[config.mk]
export PLATFORM = sky130hd
export DESIGN_NAME = mult_seq_f32
export DESIGN_NICKNAME = d
export VERILOG_FILES = /design/src/rtl/pe_float_pkg.sv /design/src/rtl/f32_norm_round.sv /design/src/rtl/mult_seq_f32.sv
export SDC_FILE = /design/constraint.sdc
export NUM_CORES = 1
export LEC_CHECK = 0
export BUFFER_PORTS_ARGS = -buffer_cell sky130_fd_sc_hd__buf_2
export CELL_PAD_IN_SITES_DETAIL_PLACEMENT = 1
export CELL_PAD_IN_SITES_GLOBAL_PLACEMENT = 2
export CORE_UTILIZATION = 42
export DETAILED_ROUTE_END_ITERATION = 8
export GPL_ROUTABILITY_DRIVEN = 0
export PLACE_DENSITY_LB_ADDON = 0.05
export SLEW_MARGIN = 20
export SYNTH_ARGS = -nofsm -noshare
export SYNTH_HDL_FRONTEND = slang
export SYNTH_SLANG_ARGS = --single-unit
export TNS_END_PERCENT = 100
[constraint.sdc]
create_clock -name clk -period 6.63 [get_ports clk]
set_input_delay 0.3315 -clock clk [delete_from_list [all_inputs] [get_ports clk]]
set_output_delay 0.3315 -clock clk [all_outputs]
set_load 0.03 [all_outputs]
[src/rtl/pe_float_pkg.sv]
// Shared binary32 constants and sequencer state encoding for the PE float units.
package pe_float_pkg;

    localparam int F32_WIDTH  = 32;
    localparam int F32_EXP_W  = 8;
    localparam int F32_MANT_W = 23;
    localparam int F32_BIAS   = 127;

    localparam logic [31:0] F32_QNAN = 32'h7fc00000;
    localparam logic [31:0] F32_ONE  = 32'h3f800000;

    typedef enum logic [2:0] {
        IDLE,
        UNPACK,
        MULT,
        NORM,
        DONE
    } state_t;

endpackage

[src/rtl/f32_norm_round.sv]
// Packs sign, biased exponent and a 48-bit mantissa product into binary32,
// with round-to-nearest-even and saturation to inf or flush to zero.
module f32_norm_round (
    input  logic              sign,
    input  logic signed [9:0] exponent,
    input  logic [47:0]       prod,
    output logic [31:0]       result
);

    logic signed [9:0] e_adj;
    logic signed [9:0] e_fin;
    logic [22:0]       mant;
    logic              guard;
    logic              sticky;
    logic [23:0]       rounded;

    always_comb begin
        e_adj  = exponent;
        mant   = prod[45:23];
        guard  = prod[22];
        sticky = |prod[21:0];
        if (prod[47]) begin
            e_adj  = exponent + 10'sd1;
            mant   = prod[46:24];
            guard  = prod[23];
            sticky = |prod[22:0];
        end
        // A carry out of the rounded mantissa leaves its low bits zero.
        rounded = {1'b0, mant} + {23'd0, guard & (sticky | mant[0])};
        e_fin   = rounded[23] ? e_adj + 10'sd1 : e_adj;
        result  = {sign, e_fin[7:0], rounded[22:0]};
        if (e_fin >= 10'sd255) begin
            result = {sign, 8'hff, 23'd0};
        end else if (e_fin <= 10'sd0) begin
            result = {sign, 31'd0};
        end
    end

endmodule

[src/rtl/mult_seq_f32.sv]
// Multi-cycle binary32 multiplier: unpack, 24-step shift-add mantissa
// multiply, then normalise and round. start/busy/rdy handshake.
module mult_seq_f32
    import pe_float_pkg::*;
#(
    parameter int WIDTH         = F32_WIDTH,
    parameter int EXPONENTWIDTH = F32_EXP_W,
    parameter int MANTISSAWIDTH = F32_MANT_W
) (
    input  logic             clk,
    input  logic             rst,
    input  logic             start,
    input  logic [WIDTH-1:0] a,
    input  logic [WIDTH-1:0] b,
    output logic             busy,
    output logic             rdy,
    output logic [WIDTH-1:0] m
);

    state_t            state;
    logic [WIDTH-1:0]  a_reg;
    logic [WIDTH-1:0]  b_reg;
    logic              sign;
    logic signed [9:0] exp_sum;
    logic [47:0]       mcand;
    logic [23:0]       mplier;
    logic [47:0]       acc;
    logic [4:0]        count;

    logic [EXPONENTWIDTH-1:0] ea, eb;
    logic [MANTISSAWIDTH-1:0] ma, mb;
    logic a_nan, b_nan, a_inf, b_inf, a_zero, b_zero;
    logic prod_sign;
    logic [31:0] norm_result;

    assign ea = a_reg[WIDTH-2 -: EXPONENTWIDTH];
    assign eb = b_reg[WIDTH-2 -: EXPONENTWIDTH];
    assign ma = a_reg[MANTISSAWIDTH-1:0];
    assign mb = b_reg[MANTISSAWIDTH-1:0];

    assign a_nan  = (&ea) & (|ma);
    assign b_nan  = (&eb) & (|mb);
    assign a_inf  = (&ea) & ~(|ma);
    assign b_inf  = (&eb) & ~(|mb);
    assign a_zero = ~(|ea);
    assign b_zero = ~(|eb);
    assign prod_sign = a_reg[WIDTH-1] ^ b_reg[WIDTH-1];

    f32_norm_round u_norm (
        .sign     (sign),
        .exponent (exp_sum),
        .prod     (acc),
        .result   (norm_result)
    );

    always_ff @(posedge clk or negedge rst) begin
        if (!rst) begin
            state   <= IDLE;
            busy    <= 1'b0;
            rdy     <= 1'b0;
            m       <= '0;
            a_reg   <= '0;
            b_reg   <= '0;
            sign    <= 1'b0;
            exp_sum <= '0;
            mcand   <= '0;
            mplier  <= '0;
            acc     <= '0;
            count   <= '0;
        end else begin
            case (state)
                IDLE, DONE: begin
                    if (start) begin
                        a_reg <= a;
                        b_reg <= b;
                        busy  <= 1'b1;
                        rdy   <= 1'b0;
                        state <= UNPACK;
                    end
                end
                UNPACK: begin
                    sign    <= prod_sign;
                    exp_sum <= {2'b00, ea} + {2'b00, eb} - 10'(F32_BIAS);
                    mcand   <= {24'd0, 1'b1, ma};
                    mplier  <= {1'b1, mb};
                    acc     <= '0;
                    count   <= '0;
                    // Special operands bypass the mantissa loop entirely.
                    if (a_nan | b_nan | (a_inf & b_zero) | (b_inf & a_zero)) begin
                        m     <= F32_QNAN;
                        rdy   <= 1'b1;
                        busy  <= 1'b0;
                        state <= DONE;
                    end else if (a_inf | b_inf) begin
                        m     <= {prod_sign, 8'hff, 23'd0};
                        rdy   <= 1'b1;
                        busy  <= 1'b0;
                        state <= DONE;
                    end else if (a_zero | b_zero) begin
                        m     <= {prod_sign, 31'd0};
                        rdy   <= 1'b1;
                        busy  <= 1'b0;
                        state <= DONE;
                    end else begin
                        state <= MULT;
                    end
                end
                MULT: begin
                    if (mplier[0]) begin
                        acc <= acc + mcand;
                    end
                    mcand  <= mcand << 1;
                    mplier <= mplier >> 1;
                    if (count == 5'd23) begin
                        count <= '0;
                        state <= NORM;
                    end else begin
                        count <= count + 5'd1;
                    end
                end
                NORM: begin
                    m     <= norm_result;
                    rdy   <= 1'b1;
                    busy  <= 1'b0;
                    state <= DONE;
                end
                default: state <= IDLE;
            endcase
        end
    end

endmodule

Word-level counts from Yosys, hierarchy flattened --
Index checks and enable logic that the tools add are counted.
Word-level totals: register bits after elaboration 237, word-level logic and storage cells 99
Operators by class: add/subtract/negate cells 7, magnitude comparators 2, eq/ne operators 9, mux-type cells 33, bitwise logic cells 18, reductions and logical operators 18
Operator list (count):
- $pmux 48 s2 | 2
- $mux 32 | 3
- $reduce_or 23->1 | 3
- $pmux 32 s2 | 1
- $mux 31 | 2
- $add 48x48->48 | 1
- $mux 48 | 1
- $pmux 24 s2 | 1
- $add 23x1->24 | 1
- $mux 23 | 1
- $reduce_or 22->1 | 1
- $add 10x2->10 const B | 2
- $mux 10 | 2
- $reduce_and 8->1 | 2
- $reduce_or 8->1 | 2
- $mux 3 | 5
- $pmux 3 s4 | 1
- $ge 10x9->1 const B | 1
- $le 10x1->1 const B | 1
- $mux 1 | 10
- $pmux 5 s2 | 1
- $sub 9x7->10 const B | 1
- $add 8x8->9 | 1
- $reduce_and 2->1 | 4
- other kinds (18) | 37

Depth between registers and ports, before layout --
depth in word-level cells 10, gate-level depth with buffers 18, depth with buffers taken out 13

Cells and area by module --
Synthesis repeated with hierarchy kept, for this count alone.
Unflattened totals: cell total of the unflattened synthesis 1507, area total of the unflattened synthesis 14571.5 um^2
By module, submodules not included:
- mult_seq_f32 | times used 1, cells an instance 1220, area each 12458.2 um^2, sequential area each 5930.7 um^2
- f32_norm_round | times used 1, cells an instance 287, area each 2113.3 um^2, sequential area each 0.0 um^2

Worst setup path before layout --
No wires, ideal clock.
path type reg2reg, start point reg acc[47], end point reg m[22], library setup time 0.132 ns, arrival 3.747 ns, required time 6.498 ns, path slack 2.751 ns, cell stages (with the launch flop) 19, buffers on the path 5, cells stage by stage dfrtp_1 > buf_6 > buf_2 > buf_1 > clkbuf_1 > clkbuf_1 > nand2_1 > a21boi_0 > ha_1 > nand3_1 > nor2_1 > nand3_1 > nor4_1 > and2_1 > and3b_1 > nand2_1 > or2_2 > a31oi_1 > o21ai_1
On the way: longest elaborated chain between the ends 9, elaborated cells on any way between the ends 14, those cells by class add/sub: 2; order compare: 2; mux: 8; bitwise: 2
Ends and longest elaborated chain:
- from (decl) | line mult_seq_f32.sv:27 | logic [47:0] acc;
- from (signal assigned) | line mult_seq_f32.sv:110 | acc <= acc + mcand;
- $mux 1 / $mux 23 (equally long branches) | line f32_norm_round.sv:22 | if (prod[47]) begin
- $or 1x1->1 | line f32_norm_round.sv:29 | rounded = {1'b0, mant} + {23'd0, guard & (sticky | mant[0])};
- $and 1x1->1 | line f32_norm_round.sv:29
- $add 23x1->24 | line f32_norm_round.sv:29
- $mux 10 | line f32_norm_round.sv:30 | e_fin = rounded[23] ? e_adj + 10'sd1 : e_adj;
- $le 10x1->1 | line f32_norm_round.sv:34 | end else if (e_fin <= 10'sd0) begin
- $mux 31 | line f32_norm_round.sv:34
- $mux 31 * | line f32_norm_round.sv:32 | if (e_fin >= 10'sd255) begin
- $pmux 32 s2 * | line mult_seq_f32.sv:71 | case (state)
- to (signal assigned) | line mult_seq_f32.sv:95 | m <= {prod_sign, 8'hff, 23'd0};
- to (signal assigned) | line mult_seq_f32.sv:100 | m <= {prod_sign, 31'd0};
- to (signal assigned) | line mult_seq_f32.sv:122 | m <= norm_result;
- to (decl) | line mult_seq_f32.sv:17 | output logic [WIDTH-1:0] m
Mark *: on every way between the ends. The rest lies on a longest branch, timed or not. A chain may end at the register's enable or synchronous reset.

Worst setup path in the final report --
Ends and elaborated chain as after synthesis.

==> results.py <==
metrics = {
    "synth": {
        "seq_area_frac_synth_pct": 42.7,
        "async_flop_share_pct": 100,
        "synthTopCellsByArea": "dfrtp_1 43%, ha_1 5.9%, nand2_1 5.4%",
        "syn_inst": 1461,
        "syn_avg_cell_area_sq_um": 9.50,
        "synth-seq-cells": 237,
        "yosys_warnings": 0,
        "synth_fp_nets": 1596,
        "yosysTopAreaCell": "dfrtp_1",
        "synthDistinctLibCells": 75,
        "synthFlopType": "dfrtp_1",
        "synth_area_sq_um": 13900,
        "synth_edf_count": 0,
        "synth_top_area_share_pct": 42.7,
    },
    "global_route": {
        "grt_usage_pct": 24.2,
        "overflow": 0,
        "grt_pass1_vias": 12000,
        "grt_max_degree": 131,
        "antenna_found_initial": 0,
        "grt_pass1_wl_mm": 65.3,
    },
    "timing": {
        "slew_headroom_pct": 35.4,
        "max_freq_mhz": 238,
        "hold_viol": 0,
        "final-max-slew-violation-count": 0,
        "worstMarginPinSlew_ns": 0.969,
        "holdWs_ns": 0.0140,
        "clock_skew_ns": 0.0122,
        "fin_crit_sh_pct": 63.4,
        "layout_min_cycle_time_ns": 4.20,
        "finalSetupTns_ns": 0,
        "rsz0062_at_grt": "false",
        "final-setup-viol-count": 0,
        "setup_ws_ns": 2.43,
    },
    "layout": {
        "nNetsFinal": 1711,
        "area_delta_synth_final_pct": 17.3,
        "antennaDiodeCount": 0,
        "multi_input_area_sq_um": 7540,
        "regArea_sq_um": 5930,
        "drive_gt1_share_pct": 15.2,
        "final_common_cell": "dfrtp_1",
        "fillers": 3746,
        "layout_common_cells": "236 x dfrtp_1, 200 x nand2_1, 99 x buf_2, 81 x o21ai_0, 76 x nand3_1",
        "reg_top3": "acc (48), mcand (48)",
    },
    "die": {
        "rows": 66,
        "die_x_microns": 184,
        "ios": 101,
        "die_area_sq_um": 33800,
        "die_h_microns": 184,
        "initial_core_util_pct": 42.7,
        "core_sq_um": 32500,
    },
    "clock_network": {
        "clk_latency_ns": 0.58,
        "tritoncts": "yes",
        "clockBufferDepth": 3,
        "cts.sinks": 237,
        "clk_pin_slew_ns": 0.06,
        "cts_resized": 0,
        "post-cts-setup-buffer-count": 0,
        "cts-htree-levels": 1,
        "cts_buffers": 29,
        "root_buffer": "clkbuf_16",
    },
    "drt": {
        "dr.pass1.iters": 4,
        "post-route-drc-count": 0,
        "vias_per_cell": 5.62,
        "drt_iter0_drc": 487,
        "vias": 11500,
        "wl_per_cell_microns": 19.3,
        "antenna_left": 0,
        "drt-total-wl_mm": 39.5,
    },
    "place": {
        "io_buffers": 100,
        "hpwlAfterDp_mm": 27.0,
        "pre_cts_slack_ns": 2.38,
    },
    "critical_path": {
        "critical_path.top_delay_family": "compound AO/OA/AOI/OAI gates",
        "crit_type": "reg2reg",
        "cp.arrival_ns": 4.70,
        "critPathCaptureType": "flip-flop",
        "crit_chain": "nand2b_1 -> a211o_1 -> nor4_4 -> and3_1 -> a31oi_1 -> xnor2_1 -> or2_1 -> a311oi_4 -> a31oi_1 -> o21ai_1",
        "cp_slowest_cell": "a311oi_4",
        "max_stage_delay_ns": 0.87,
        "crit_buf_inv": 0,
        "start_kind": "flip-flop",
        "cp.required_ns": 7.13,
        "crit_top_cell": "a31oi_1",
        "crit_fanout": 28,
    },
    "hold_path": {
        "hp-class": "in2reg",
    },
    "power": {
        "power_mw": 7.36,
        "powerDensity_nw_per_um2": 452,
        "ir_drop_v": 0.000237,
        "p_leak_nw": 7.44,
    },
    "status": {
        "status": "complete, no violations",
    },
    "run": {
        "drv_cap": 0,
    },
}
==> repair_timing <==
action,in CTS,in global routing
hold buffers,60,0
endpoints found under the hold margin,166,0
endpoints found under the setup margin,0,0
==> cells by family (layout without fill, tap and decap cells) <==
logic type      count (synthesis)  count (layout)  synth area share [%]
simple gates                  480             480                  16.5
compound gates                386             386                  18.7
flops                         237             237                  42.7
buf+inv                       112             249                  3.27
xor+xnor                       99              99                  6.38
mux                            79              79                  6.27
fa+ha+maj                      68              68                  6.24
==> report_power, final <==
group | switching, mW | internal (mW) | leakage, nW | total, mW
logic | 1.90 | 1.31 | 3.94 | 3.22
registers | 0.535 | 1.98 | 3.02 | 2.52
clock network | 0.651 | 0.972 | 0.484 | 1.62
==> worst register-to-register path, stage by stage (launching register included) <==
cell      delay (ns)
dfrtp_2         0.61
nand2b_1        0.29
a211o_1         0.34
nor4_4          0.45
and3_1          0.51
a31oi_1         0.17
xnor2_1         0.20
or2_1           0.33
a311oi_4        0.87
a31oi_1         0.18
o21ai_1         0.16
==> area by class of cell <==
| type | instances | area share [%] |
|---|---|---|
| Clock buffer | 43 | 5.27 |
| Tap cell | 442 | 3.40 |
| Sequential cell | 237 | 36.4 |
| Inverter | 27 | 0.622 |
| Timing Repair Buffer | 169 | 7.31 |
| Clock inverter | 10 | 0.722 |
| Multi-Input combinational cell | 1112 | 46.3 |
==> per-stage QoR <==
| step | cells | utilization [%] | instance area (sq um) |
|---|---|---|---|
| 2_1_floorplan | 1461 | - | 13900 |
| 3_3_place_gp | 1927 | 45.2 | 14700 |
| 3_5_place_dp | 1927 | 45.2 | 14700 |
| 4_1_cts | 2040 | 50.1 | 16300 |
| 5_1_grt | 2040 | 50.1 | 16300 |
| 6_report | 2040 | 50.1 | 16300 |
==> Yosys cell counts, drive strengths merged, types with 5 or more instances <==
cell type	count
a21o	39
o21ai	95
nor2b	13
mux2i	15
ha	66
dfrtp	237
nand2	202
nor3	17
a22oi	28
o21bai	9
and3	10
o21a	8
and2	6
nor2	70
or3	5
inv	27
a211o	5
clkbuf	70
a31oi	26
a211oi	9
o22a	6
nor3b	6
a21boi	5
nand3	78
xnor2	50
or2	5
buf	15
xor2	49
nand2b	9
a22o	48
a21oi	72
nand4	23
mux2	64
nor4	22
==> worst paths after layout <==
path,from,to,slack [ns],depth (start not counted)
setup / recovery,acc[47]$_DFFE_PN0P_,m[22]$_DFFE_PN0P_,2.43,10
hold / removal,a[0],a_reg[0]$_DFFE_PN0P_,0.01,2
setup reg to reg,acc[47]$_DFFE_PN0P_,m[22]$_DFFE_PN0P_,2.43,10
hold reg to reg,mplier[19]$_DFFE_PN0P_,mplier[19]$_DFFE_PN0P_,0.47,2
max in group asynchronous,rst,mcand[19]$_DFFE_PN0P_,5.05,3
min in group asynchronous,rst,m[28]$_DFFE_PN0P_,0.36,2
==> per-layer routing <==
metal / up-vias / global-route usage, % / part of all wire [%]
met1: 5710 / 33.4 / 48
met4: 0 / 5.27 / 2.1
li1: 5541 / - / -
met5: - / 0 / 0
met3: 56 / 3.03 / 2.5
met2: 149 / 40.4 / 47
Power figures use the tool's default switching activity.
